### config.mk
export PLATFORM = sky130hd
export DESIGN_NAME = dac_wr_arb
export DESIGN_NICKNAME = d
export VERILOG_FILES = /design/src/rtl/dac_wr_arb.sv
export SDC_FILE = /design/constraint.sdc
export NUM_CORES = 1
export LEC_CHECK = 0
export BUFFER_PORTS_ARGS = -buffer_cell sky130_fd_sc_hd__buf_2
export CAP_MARGIN = 20
export CORE_MARGIN = 8
export CORE_UTILIZATION = 40
export CTS_BUF_LIST = sky130_fd_sc_hd__clkbuf_2 sky130_fd_sc_hd__clkbuf_4 sky130_fd_sc_hd__clkbuf_8
export DETAILED_ROUTE_END_ITERATION = 10
export PLACE_DENSITY = 0.72
export SLEW_MARGIN = 0
export SYNTH_ARGS = -nofsm -noshare
export SYNTH_HDL_FRONTEND = slang
export SYNTH_SLANG_ARGS = --single-unit
### constraint.sdc
create_clock -name clk_i -period 2.06 [get_ports clk_i]
set_input_delay 0.206 -clock clk_i [delete_from_list [all_inputs] [get_ports clk_i]]
set_output_delay 0.206 -clock clk_i [all_outputs]
set_load 0.02 [all_outputs]
### src/rtl/dac_wr_arb.sv
// Round-robin arbiter that shares one serial threshold-DAC write port between
// N_REQ measurement controllers, with a DAC completion timeout.
module dac_wr_arb #(
  parameter int N_REQ       = 4,
  parameter int DAT_W       = 24,
  parameter int TIMEOUT_CYC = 1024
) (
  input  logic                   clk_i,
  input  logic                   arst_i,
  input  logic [N_REQ-1:0]       req_wre_i,
  input  logic [N_REQ*DAT_W-1:0] req_dat_i,
  output logic [N_REQ-1:0]       req_ack_o,
  output logic [N_REQ-1:0]       grant_o,
  output logic [DAT_W-1:0]       dac_dat_o,
  output logic                   dac_wre_o,
  input  logic                   dac_rdy_i,
  output logic                   busy_o,
  output logic                   err_o,
  input  logic                   err_clr_i,
  output logic [1:0]             dbg_state_o
);

  // Handshake: a requester holds req_wre_i high with a stable word until it
  // sees its one-cycle req_ack_o pulse; the word is captured at grant, and a
  // request still high after the ack is treated as a fresh request.

  localparam int IDX_W = (N_REQ > 1) ? $clog2(N_REQ) : 1;
  localparam int CNT_W = (TIMEOUT_CYC > 2) ? $clog2(TIMEOUT_CYC) : 1;

  typedef enum logic [1:0] {
    ST_IDLE      = 2'd0,
    ST_ISSUE     = 2'd1,
    ST_WAIT_DONE = 2'd2,
    ST_ACK       = 2'd3
  } state_t;

  state_t             state_q, state_d;
  logic [IDX_W-1:0]   ptr_q;
  logic [IDX_W-1:0]   gidx_q;
  logic [CNT_W-1:0]   cnt_q;

  logic               pick_vld;
  logic [IDX_W-1:0]   pick_idx;
  logic [IDX_W:0]     cand_sum;
  logic [IDX_W-1:0]   cand_idx;
  logic [N_REQ-1:0]   pick_oh;
  logic [DAT_W-1:0]   pick_dat;
  logic [IDX_W-1:0]   ptr_next;

  logic               start;
  logic               done;
  logic               timeout;

  // First requester at or after ptr, wrapping modulo N_REQ.
  always_comb begin
    pick_vld = 1'b0;
    pick_idx = '0;
    cand_sum = '0;
    cand_idx = '0;
    for (int k = 0; k < N_REQ; k++) begin
      cand_sum = {1'b0, ptr_q} + (IDX_W+1)'(k);
      if (cand_sum >= (IDX_W+1)'(N_REQ)) begin
        cand_sum = cand_sum - (IDX_W+1)'(N_REQ);
      end
      cand_idx = cand_sum[IDX_W-1:0];
      if (!pick_vld && req_wre_i[cand_idx]) begin
        pick_vld = 1'b1;
        pick_idx = cand_idx;
      end
    end
  end

  always_comb begin
    pick_oh  = '0;
    pick_dat = '0;
    for (int i = 0; i < N_REQ; i++) begin
      if (pick_idx == IDX_W'(i)) begin
        pick_oh[i] = pick_vld;
        pick_dat   = req_dat_i[i*DAT_W +: DAT_W];
      end
    end
  end

  assign ptr_next = (gidx_q == IDX_W'(N_REQ-1)) ? '0 : gidx_q + 1'b1;

  always_ff @(posedge clk_i) begin
    if (arst_i) begin
      state_q <= ST_IDLE;
    end else begin
      state_q <= state_d;
    end
  end

  always_comb begin
    state_d = state_q;
    start   = 1'b0;
    done    = 1'b0;
    timeout = 1'b0;
    case (state_q)
      ST_IDLE: begin
        if (pick_vld && dac_rdy_i) begin
          start   = 1'b1;
          state_d = ST_ISSUE;
        end
      end
      ST_ISSUE: begin
        state_d = ST_WAIT_DONE;
      end
      ST_WAIT_DONE: begin
        if (dac_rdy_i) begin
          done    = 1'b1;
          state_d = ST_ACK;
        end else if (cnt_q == CNT_W'(TIMEOUT_CYC-1)) begin
          done    = 1'b1;
          timeout = 1'b1;
          state_d = ST_ACK;
        end
      end
      ST_ACK: begin
        state_d = ST_IDLE;
      end
      default: begin
        state_d = ST_IDLE;
      end
    endcase
  end

  always_ff @(posedge clk_i) begin
    if (arst_i) begin
      ptr_q     <= '0;
      gidx_q    <= '0;
      cnt_q     <= '0;
      grant_o   <= '0;
      req_ack_o <= '0;
      dac_dat_o <= '0;
      dac_wre_o <= 1'b0;
      err_o     <= 1'b0;
    end else begin
      dac_wre_o <= start;
      req_ack_o <= done ? grant_o : '0;

      if (start) begin
        grant_o   <= pick_oh;
        gidx_q    <= pick_idx;
        dac_dat_o <= pick_dat;
      end else if (state_q == ST_ACK) begin
        grant_o <= '0;
        ptr_q   <= ptr_next;
      end

      if (state_q == ST_ISSUE) begin
        cnt_q <= '0;
      end else if (state_q == ST_WAIT_DONE) begin
        cnt_q <= cnt_q + 1'b1;
      end

      // A timeout in the same cycle as a clear leaves the flag set.
      if (timeout) begin
        err_o <= 1'b1;
      end else if (err_clr_i) begin
        err_o <= 1'b0;
      end
    end
  end

  assign busy_o      = (state_q != ST_IDLE);
  assign dbg_state_o = state_q;

endmodule
Yosys cells after proc, flatten, opt, wreduce, memory -nomap -nowiden
Cells that the tools add are included.
Cells by class
  bitwise operators: 2
  mux-type cells: 44
  order comparisons: 8
  equality and inequality tests: 10
  $add $sub $neg: 9
  reduce and logical (&&, ||, !) cells: 16
Operator list (count)
  $mux 24: 4
  $mux 2: 12
  $mux 1: 21
  $lt 2x3->1 const B: 4
  $add 10x1->10 const B: 1
  $eq 10x10->1 const B: 1
  $eq 2x2->1 const B: 5
  $ge 3x3->1 const B: 3
  $bmux 1 s2: 4
  $mux 4: 2
  $pmux 2 s4: 1
  $sub 2x1->2 const B: 4
  $add 2x2->3 const B: 2
  $reduce_bool 2->1: 3
  $eq 2x1->1 const B: 2
  $logic_and 1x1->1: 4
  $logic_not 2->1: 2
  $reduce_and 2->1: 2
  $reduce_or 2->1: 2
  $add 2x1->3 const B: 1
  $ge 2x3->1 const B: 1
  $logic_not 1->1: 3
  $ne 3x3->1 const B: 1
  $add 2x1->2 const B: 1
  other kinds (2): 3
Word-level totals
  output and inout port bits: 37
  word-level logic and storage cells: 98
  input bits: 104
  register bits: 50

Logic depth before layout (Yosys ltp)
Gate-level depths: netlist of the first run.
  depth after elaboration: 19
  mapped depth: 8
  mapped depth without buffers: 6

Worst setup path before layout of the first run
OpenSTA, ideal clock, no wires.
  kind: reg2reg
  start point: reg state_q[1], in the netlist dbg_state_o[1]
  end point: reg cnt_q[8]
  arrival time: 1.774 ns
  stages on the path, launching flop included: 7
  required time: 1.932 ns
  path slack: 0.158 ns
  clock period less this slack: 1.902 ns
  path buffers: 1
  library setup time: 0.128 ns
  cell sequence: dfxtp_1 ha_1 clkbuf_1 and3_1 or3b_2 xnor2_1 nor2_1
Between the ends
  longest elaborated chain between the ends: 2
  elaborated cells on any way between the ends: 3
  those cells by class: eq/ne (2); reduce/logical (1)
Ends and longest elaborated chain
  start: declaration: RTL line 37  | state_t state_q, state_d;
  start signal: assignment: RTL line 90  | state_q <= state_d;
  $eq 2x1->1: RTL line 151  | if (state_q == ST_ISSUE) begin
  $reduce_or 2->1 (no source line)
  end signal: assignment: RTL line 154  | cnt_q <= cnt_q + 1'b1;
  end: declaration: RTL line 40  | logic [CNT_W-1:0] cnt_q;
Several ways; a longest one is shown, not always the timed one.
A chain may end at the register's enable or synchronous reset.

Worst setup path after layout of the first run
  start point: reg ptr_q[1]
  end point: reg dac_dat_o[3]
Between the ends
  longest elaborated chain between the ends: 19
  elaborated cells on any way between the ends: 48
  those cells by class: add/sub (7); order compare (4); eq/ne (3); mux (26); reduce/logical (8)
Ends and longest elaborated chain
  start: declaration: RTL line 38  | logic [IDX_W-1:0] ptr_q;
  start signal: assignment: RTL line 148  | ptr_q <= ptr_next;
  parallel branches: the longest is 19 deep, another holds $add 2x1->3
  end signal: assignment: RTL line 145  | dac_dat_o <= pick_dat;
  end: declaration: RTL line 14  | output logic [DAT_W-1:0] dac_dat_o,
Parallel ways; which one is timed is not known. The select of a mux whose other input is x is not followed.

==> impl_metrics.env, run 1 <==
export IMPL_whs_path_depth=3
export IMPL_finalSetupViolations=0
export IMPL_power_mw=3.37
export IMPL_clockRootBuffer="clkbuf_8"
export IMPL_cts_hold_buffers=0
export IMPL_r2r_cells=5
export IMPL_cp_slowest_stage_delay_ns=0.41
export IMPL_drtIter0Drc=93
export IMPL_synth_avg_cell_area_um2=10.1
export IMPL_cts_setup_buffers=0
export IMPL_drive_above_1_share_pct=42.6
export IMPL_path_clk_slew_ns=0.09
export IMPL_synth_top_area_share_pct=36.5
export IMPL_worstPathCellList="mux2_4 -> a221oi_4 -> buf_12 -> mux2i_1 -> o221ai_1"
export IMPL_dr_max_layer_used="met4"
export IMPL_synthMuxAreaShare_pct=18.8
export IMPL_crit_start="ptr_q[1]"
export IMPL_grt_max_degree=28
export IMPL_chipHeight_um=98.8
export IMPL_ctsResizeCount=0
export IMPL_yosysWarnings=0
export IMPL_drv_slew=0
export IMPL_die_w_um=98.8
export IMPL_syn_to_final_growth_pct=32.9
export IMPL_ys_top_cells_by_count="dfxtp_1 (50), mux2i_1 (50), nor2_1 (19)"
export IMPL_wl_met2_um=3770
export IMPL_fin_nets=521
export IMPL_synth_xor_area_share_pct=2.24
export IMPL_fin_area_um2=3640
export IMPL_numCtsBuffers=5
export IMPL_wl_per_cell_um=16.2
export IMPL_fin_crit_sh_pct=91.5
export IMPL_syn_num_nets=383
export IMPL_cpMaxStageDelayCell="dfxtp_1"
export IMPL_cp_start_kind="flop"
export IMPL_period_needed_ns=1.88
export IMPL_hold_class="in2reg"
export IMPL_synth_adder_area_share_pct=3.19
export IMPL_cts_buffer_depth=2
export IMPL_port_buffers=140
export IMPL_initial_core_util_pct=40.8
export IMPL_overflow=0
export IMPL_avgViaCountPerCell=5.17
export IMPL_rows=30
export IMPL_drt_met1_wl_um=3240
export IMPL_rsz0062_at_grt="no"
export IMPL_dpl_cell_area_um2=3540
export IMPL_yosys_most_used_dff="dfxtp_1"
export IMPL_dr_total_vias=2540
export IMPL_io_pins=141
export IMPL_syn_area_um2=2740
export IMPL_num_antenna_cells=0
export IMPL_cts_max_level=2
export IMPL_clock_latency_ns=0.31
export IMPL_ant_nets=0
export IMPL_crit_required_ns=2.23
export IMPL_worst_slew_pin_slew_ns=0.448
export IMPL_finalHoldViolCount=0
export IMPL_maxCapViolations=0
export IMPL_seq_area_frac_synth_pct=36.5
export IMPL_yosysTopAreaCell="dfxtp_1"
export IMPL_synth_top_family_by_area="compound AO/OA/AOI/OAI gates"
export IMPL_die_area_um2=9760
export IMPL_antenna_found_initial=0
export IMPL_hold_start="err_clr_i"
export IMPL_slew_headroom_pct=70.1
export IMPL_end_kind="flop"
export IMPL_drc=0
export IMPL_reg2reg_from="ptr_q[1]"
export IMPL_async_flop_share_pct=0
export IMPL_cts_sinks=50
export IMPL_grt_usage_pct=15.9
export IMPL_skew_ns=0.00738
export IMPL_place_hpwl_um=6210
export IMPL_synth_area_leaders="dfxtp_1 (37%), mux2i_1 (18%), a221oi_2 (6.0%)"
export IMPL_grt_pass1_wl_um=12700
export IMPL_cp_max_fo=26
export IMPL_num_fill_cells=595
export IMPL_wl_um=7940
export IMPL_fmax_mhz=531
export IMPL_status="completed"
export IMPL_synth_edff_count=0
export IMPL_drt_pass1_iter_count=4
export IMPL_netlist_cell_type_count=43
export IMPL_synth_compound_area_share_pct=19.9
export IMPL_path_class="reg2reg"
export IMPL_powerDensity_nw_per_um2=925
export IMPL_crit_arrival_ns=2.05
export IMPL_design_core_area_um2=6720
export IMPL_synth_ff_latch_count=50
export IMPL_leakagePower_nw=1.74
export IMPL_grt_pass1_vias=2628
export IMPL_place_congestion=0.833
export IMPL_tns_ns=0
export IMPL_cts_tree="yes"
export IMPL_synthSimpleGateAreaFrac_pct=14.0
export IMPL_met3_length_um=822
export IMPL_synth_cells=272
export IMPL_vdd_drop_max_mv=0.358
worst max-delay path, delay by kind of cell (launching register included):
| family | cells | cell delay, ns |
|---|---|---|
| mux | 2 | 0.54 |
| compound gates | 2 | 0.53 |
| flops | 1 | 0.41 |
| buf+inv | 1 | 0.26 |
final cells by class:
class / count / area, um2 / share of cell area, %
tap: 80 / 100 / 2.75
sequential: 50 / 1000 / 27.5
clock inverter: 1 / 8.76 / 0.240
inverter: 9 / 33.8 / 0.928
timing repair buffer: 148 / 798 / 21.9
multi-input combinational: 196 / 1600 / 44.0
clock buffer: 7 / 96.3 / 2.65
report_power, final:
part / switching (mW) / internal, mW / total [mW]
Clock: 0.331 / 0.308 / 0.640
Sequential: 0.116 / 1.15 / 1.27
Combinational: 0.873 / 0.591 / 1.46
Total: 1.32 / 2.05 / 3.37
path summary, 6_finish.rpt:
check	to	slack [ns]
max	dac_dat_o[3]	0.18
min	err_o	0.15
max reg2reg	dac_dat_o[3]	0.18
min reg2reg	err_o	0.47
state kept, by name, indices dropped and copies added (netlist names), 2 cells and up:
| signal | count |
|---|---|
| gidx_q | 2 |
| req_ack_o | 4 |
| grant_o | 4 |
| ptr_q | 2 |
| cnt_q | 10 |
| dac_dat_o | 24 |
| dbg_state_o | 2 |
through the flow:
stage,util [%],hold WS [ns],instances,setup slack (ns)
after floorplan,-,0.388,272,0.158
after global placement,52.6,0.462,483,0.234
after detailed placement,52.6,0.460,483,0.165
after CTS,54.2,0.143,491,0.156
after global routing,54.2,0.164,491,0.0310
final,54.2,0.153,491,0.176
layer usage:
layer	global-route usage [%]	up-vias
li1	-	1289
met1	17.2	1149
met2	27.1	96
met3	6.41	6
met4	5.67	0
met5	0	-
layout by cell type (no fill, tap or decap), types with 2 or more instances in the layout:
cell      netlist  final
a221oi_2       11     10
o21ai_0         5      5
nand2_1         9      9
dfxtp_1        50     50
xor2_1          4      4
nand3_1         4      4
nand2b_1        4      4
xnor2_1         3      3
buf_4           4      5
o21bai_1       15     15
ha_1            7      7
a221oi_1        7      7
and2_1          4      4
nand3b_1       10     10
a21oi_1        10     10
nand4_1         3      3
or3_1           2      2
a32oi_1         2      2
nor4_1          2      2
o221ai_1        9      9
nor2_1         19     19
inv_1           9      9
clkbuf_8        0      7
mux2i_1        50     50
buf_12          0      3
buf_2           1    140
cell families (layout without fill, tap and decap cells):
logic type / after synthesis / count (layout)
flops: 50 / 50
fa+ha+maj: 7 / 7
simple gates: 68 / 68
buf+inv: 26 / 165
xor+xnor: 7 / 7
compound gates: 63 / 63
mux: 51 / 51
Note: power is estimated with default switching activity, not from simulation.
==> run 2: changes to the inputs <==
CELL_PAD_IN_SITES_DETAIL_PLACEMENT = 1   (was default)
CELL_PAD_IN_SITES_GLOBAL_PLACEMENT = 2   (was default)
CORE_UTILIZATION = 27   (was 40)
PLACE_DENSITY = default   (was 0.72)
PLACE_DENSITY_LB_ADDON = 0.1   (was default)
==> run 2 against run 1 <==
Against the previous run:
- worst hold slack better by 0.021 ns
- first-iteration DRC count is 35% lower
- routed wire length is 21% higher
- non-clock buffer count increased by 8
- flip-flop and latch count stayed put
- global-route usage decreased by 2.3 points
- sequential power barely moved
- largest power group unchanged
- highest routed layer unchanged
- register-to-register slack lost 0.08 ns
- sequential share of layout area shrank 1.0 points
==> impl_metrics.env, run 2 (same netlist as run 1, synthesis figures left out) <==
export IMPL_drive_above_1_share_pct=43.5
export IMPL_numCtsBuffers=5
export IMPL_antenna_found_initial=0
export IMPL_p_int_mw=2.16
export IMPL_place_hpwl_um=7300
export IMPL_multi_input_area_um2=1610
export IMPL_path_clk_slew_ns=0.10
export IMPL_fin_crit_sh_pct=95.3
export IMPL_grt_usage_pct=13.6
export IMPL_dr_total_vias=2635
export IMPL_power_frac_seq_pct=35.7
export IMPL_cts_hold_buffers=0
export IMPL_r2r_end="dac_dat_o[18]"
export IMPL_switching_share_pct=38.8
export IMPL_finalSetupViolations=0
export IMPL_largest_reg_flops=24
export IMPL_path_class="reg2reg"
export IMPL_cts_tree="yes"
export IMPL_final_common_cell="buf_2"
export IMPL_pwr_share_comb_pct=43.8
export IMPL_cp_slowest_stage_delay_ns=0.41
export IMPL_worst_slew_pin_slew_ns=0.579
export IMPL_skew_ns=0.00949
export IMPL_io_pins=141
export IMPL_clock_latency_ns=0.30
export IMPL_reg2reg_from="ptr_q[1]"
export IMPL_cp_start_kind="flop"
export IMPL_syn_to_final_growth_pct=38.0
export IMPL_drc=0
export IMPL_worstPathCellList="mux2_4 -> a221oi_4 -> buf_4 -> buf_6 -> mux2i_1 -> a221oi_2"
export IMPL_design_core_area_um2=9820
export IMPL_grt_pass1_vias=2837
export IMPL_port_buffers=140
export IMPL_status="completed"
export IMPL_cp_max_fo=20
export IMPL_seq_area_um2=1000
export IMPL_drt_pass1_iter_count=4
export IMPL_end_kind="flop"
export IMPL_drv_slew=0
export IMPL_grt_max_degree=41
export IMPL_fmax_mhz=510
export IMPL_reg_largest_list="dac_dat_o x24, cnt_q x10"
export IMPL_holdPathEnd="err_o"
export IMPL_whs_ns=0.174
export IMPL_p_sw_mw=1.37
export IMPL_die_area_um2=13600
export IMPL_leakagePower_nw=1.78
export IMPL_cts_sinks=50
export IMPL_powerDensity_nw_per_um2=932
export IMPL_crit_required_ns=2.28
export IMPL_cp_depth=6
export IMPL_grt_pass1_wl_um=14700
export IMPL_ant_nets=0
export IMPL_crit_buf_inv=2
export IMPL_clockRootBuffer="clkbuf_8"
export IMPL_crit_arrival_ns=2.18
export IMPL_slew_headroom_pct=61.4
export IMPL_crit_family="compound AO/OA/AOI/OAI gates"
export IMPL_whs_path_depth=3
export IMPL_pwr_share_clk_pct=20.4
export IMPL_final_cell_mix="buf_2 (140), mux2i_1 (50), dfxtp_1 (50), nor2_1 (19), o21bai_1 (15)"
export IMPL_wl_per_cell_um=17.4
export IMPL_initial_core_util_pct=27.9
export IMPL_r2r_cells=6
export IMPL_finalHoldViolCount=0
export IMPL_rows=36
export IMPL_hold_start="err_clr_i"
export IMPL_num_antenna_cells=0
export IMPL_avgViaCountPerCell=4.78
export IMPL_fin_nets=529
export IMPL_vdd_drop_max_mv=0.500
export IMPL_hold_class="in2reg"
export IMPL_maxCapViolations=0
export IMPL_period_needed_ns=1.96
export IMPL_num_fill_cells=1212
export IMPL_place_congestion=0.720
export IMPL_wl_um=9610
export IMPL_cts_max_level=2
export IMPL_overflow=0
export IMPL_cpMaxStageDelayCell="dfxtp_1"
export IMPL_die_w_um=117
export IMPL_drtIter0Drc=60
export IMPL_regMostFlops="dac_dat_o"
export IMPL_cts_buffer_depth=2
export IMPL_chipHeight_um=117
export IMPL_fin_util_pct=38.5
export IMPL_reg2reg_slack_ns=0.1
run 2: changes by cell type in the layout (fill, tap and decap cells not counted), sizes merged:
| cell | previous run | this run |
|---|---|---|
| clkinv | 1 | 0 |
| buf | 148 | 155 |
| bufinv | 0 | 1 |
run 2: worst max-delay path by stage:
stage	start	end	slack, ns
2_1_floorplan	dbg_state_o[1]	cnt_q[8]	0.16
3_3_place_gp	ptr_q[1]	dac_dat_o[1]	0.13
3_5_place_dp	ptr_q[1]	dac_dat_o[1]	0.11
4_1_cts	ptr_q[1]	dac_dat_o[1]	0.10
5_1_grt	ptr_q[1]	dac_dat_o[19]	-0.02
6_report	ptr_q[1]	dac_dat_o[18]	0.1
run 2: tightest hold or removal path, cell delays in order:
cell and delay [ns]:
buf_2 0.07, nand2b_1 0.09, a21oi_1 0.06
run 2: power groups by stage:
| stage | Sequential, mW | Clock (mW) | Combinational (mW) |
|---|---|---|---|
| 6_report | 1.26 | 0.720 | 1.55 |
| 5_1_grt | 1.29 | 0.797 | 1.69 |
| 4_1_cts | 1.26 | 0.756 | 1.55 |
| 3_5_place_dp | 1.28 | 0 | 1.55 |
| 3_3_place_gp | 1.28 | 0 | 1.54 |
| 2_1_floorplan | 1.47 | 0 | 0.813 |
run 2: layer usage:
| layer | wire length [um] | share of wire [%] | vias up | GRT usage (%) |
|---|---|---|---|---|
| li1 | - | - | 1301 | - |
| met1 | 4410 | 46 | 1241 | 16.4 |
| met2 | 4410 | 46 | 87 | 23.4 |
| met3 | 706 | 7.3 | 6 | 3.46 |
| met4 | 85 | 0.88 | 0 | 3.16 |
| met5 | 0 | 0 | - | 0 |
run 2: metrics by stage:
step	area [um2]	worst slack, ns	total power, mW	std cells	setup TNS (ns)
after floorplan	2740	0.158	2.28	272	0
after global placement	3630	0.125	2.82	540	0
after detailed placement	3630	0.107	2.83	540	0
after CTS	3740	0.103	3.57	547	0
after global routing	3780	-0.0209	3.78	551	-0.121
final	3780	0.0976	3.53	551	0
run 2: cell type report:
cell class	instances	area share, %
multi-input combinational	196	42.6
sequential	50	26.5
timing repair buffer	156	22.7
tap	133	4.40
clock buffer	6	2.18
inverter	9	0.893
clock inverter	1	0.794
run 2: what timing repair did:
item / CTS / global route
endpoints found under the setup margin: 0 / 3
setup buffers: 0 / 2
hold endpoints to repair: 0 / 0
resized for setup: 0 / 1
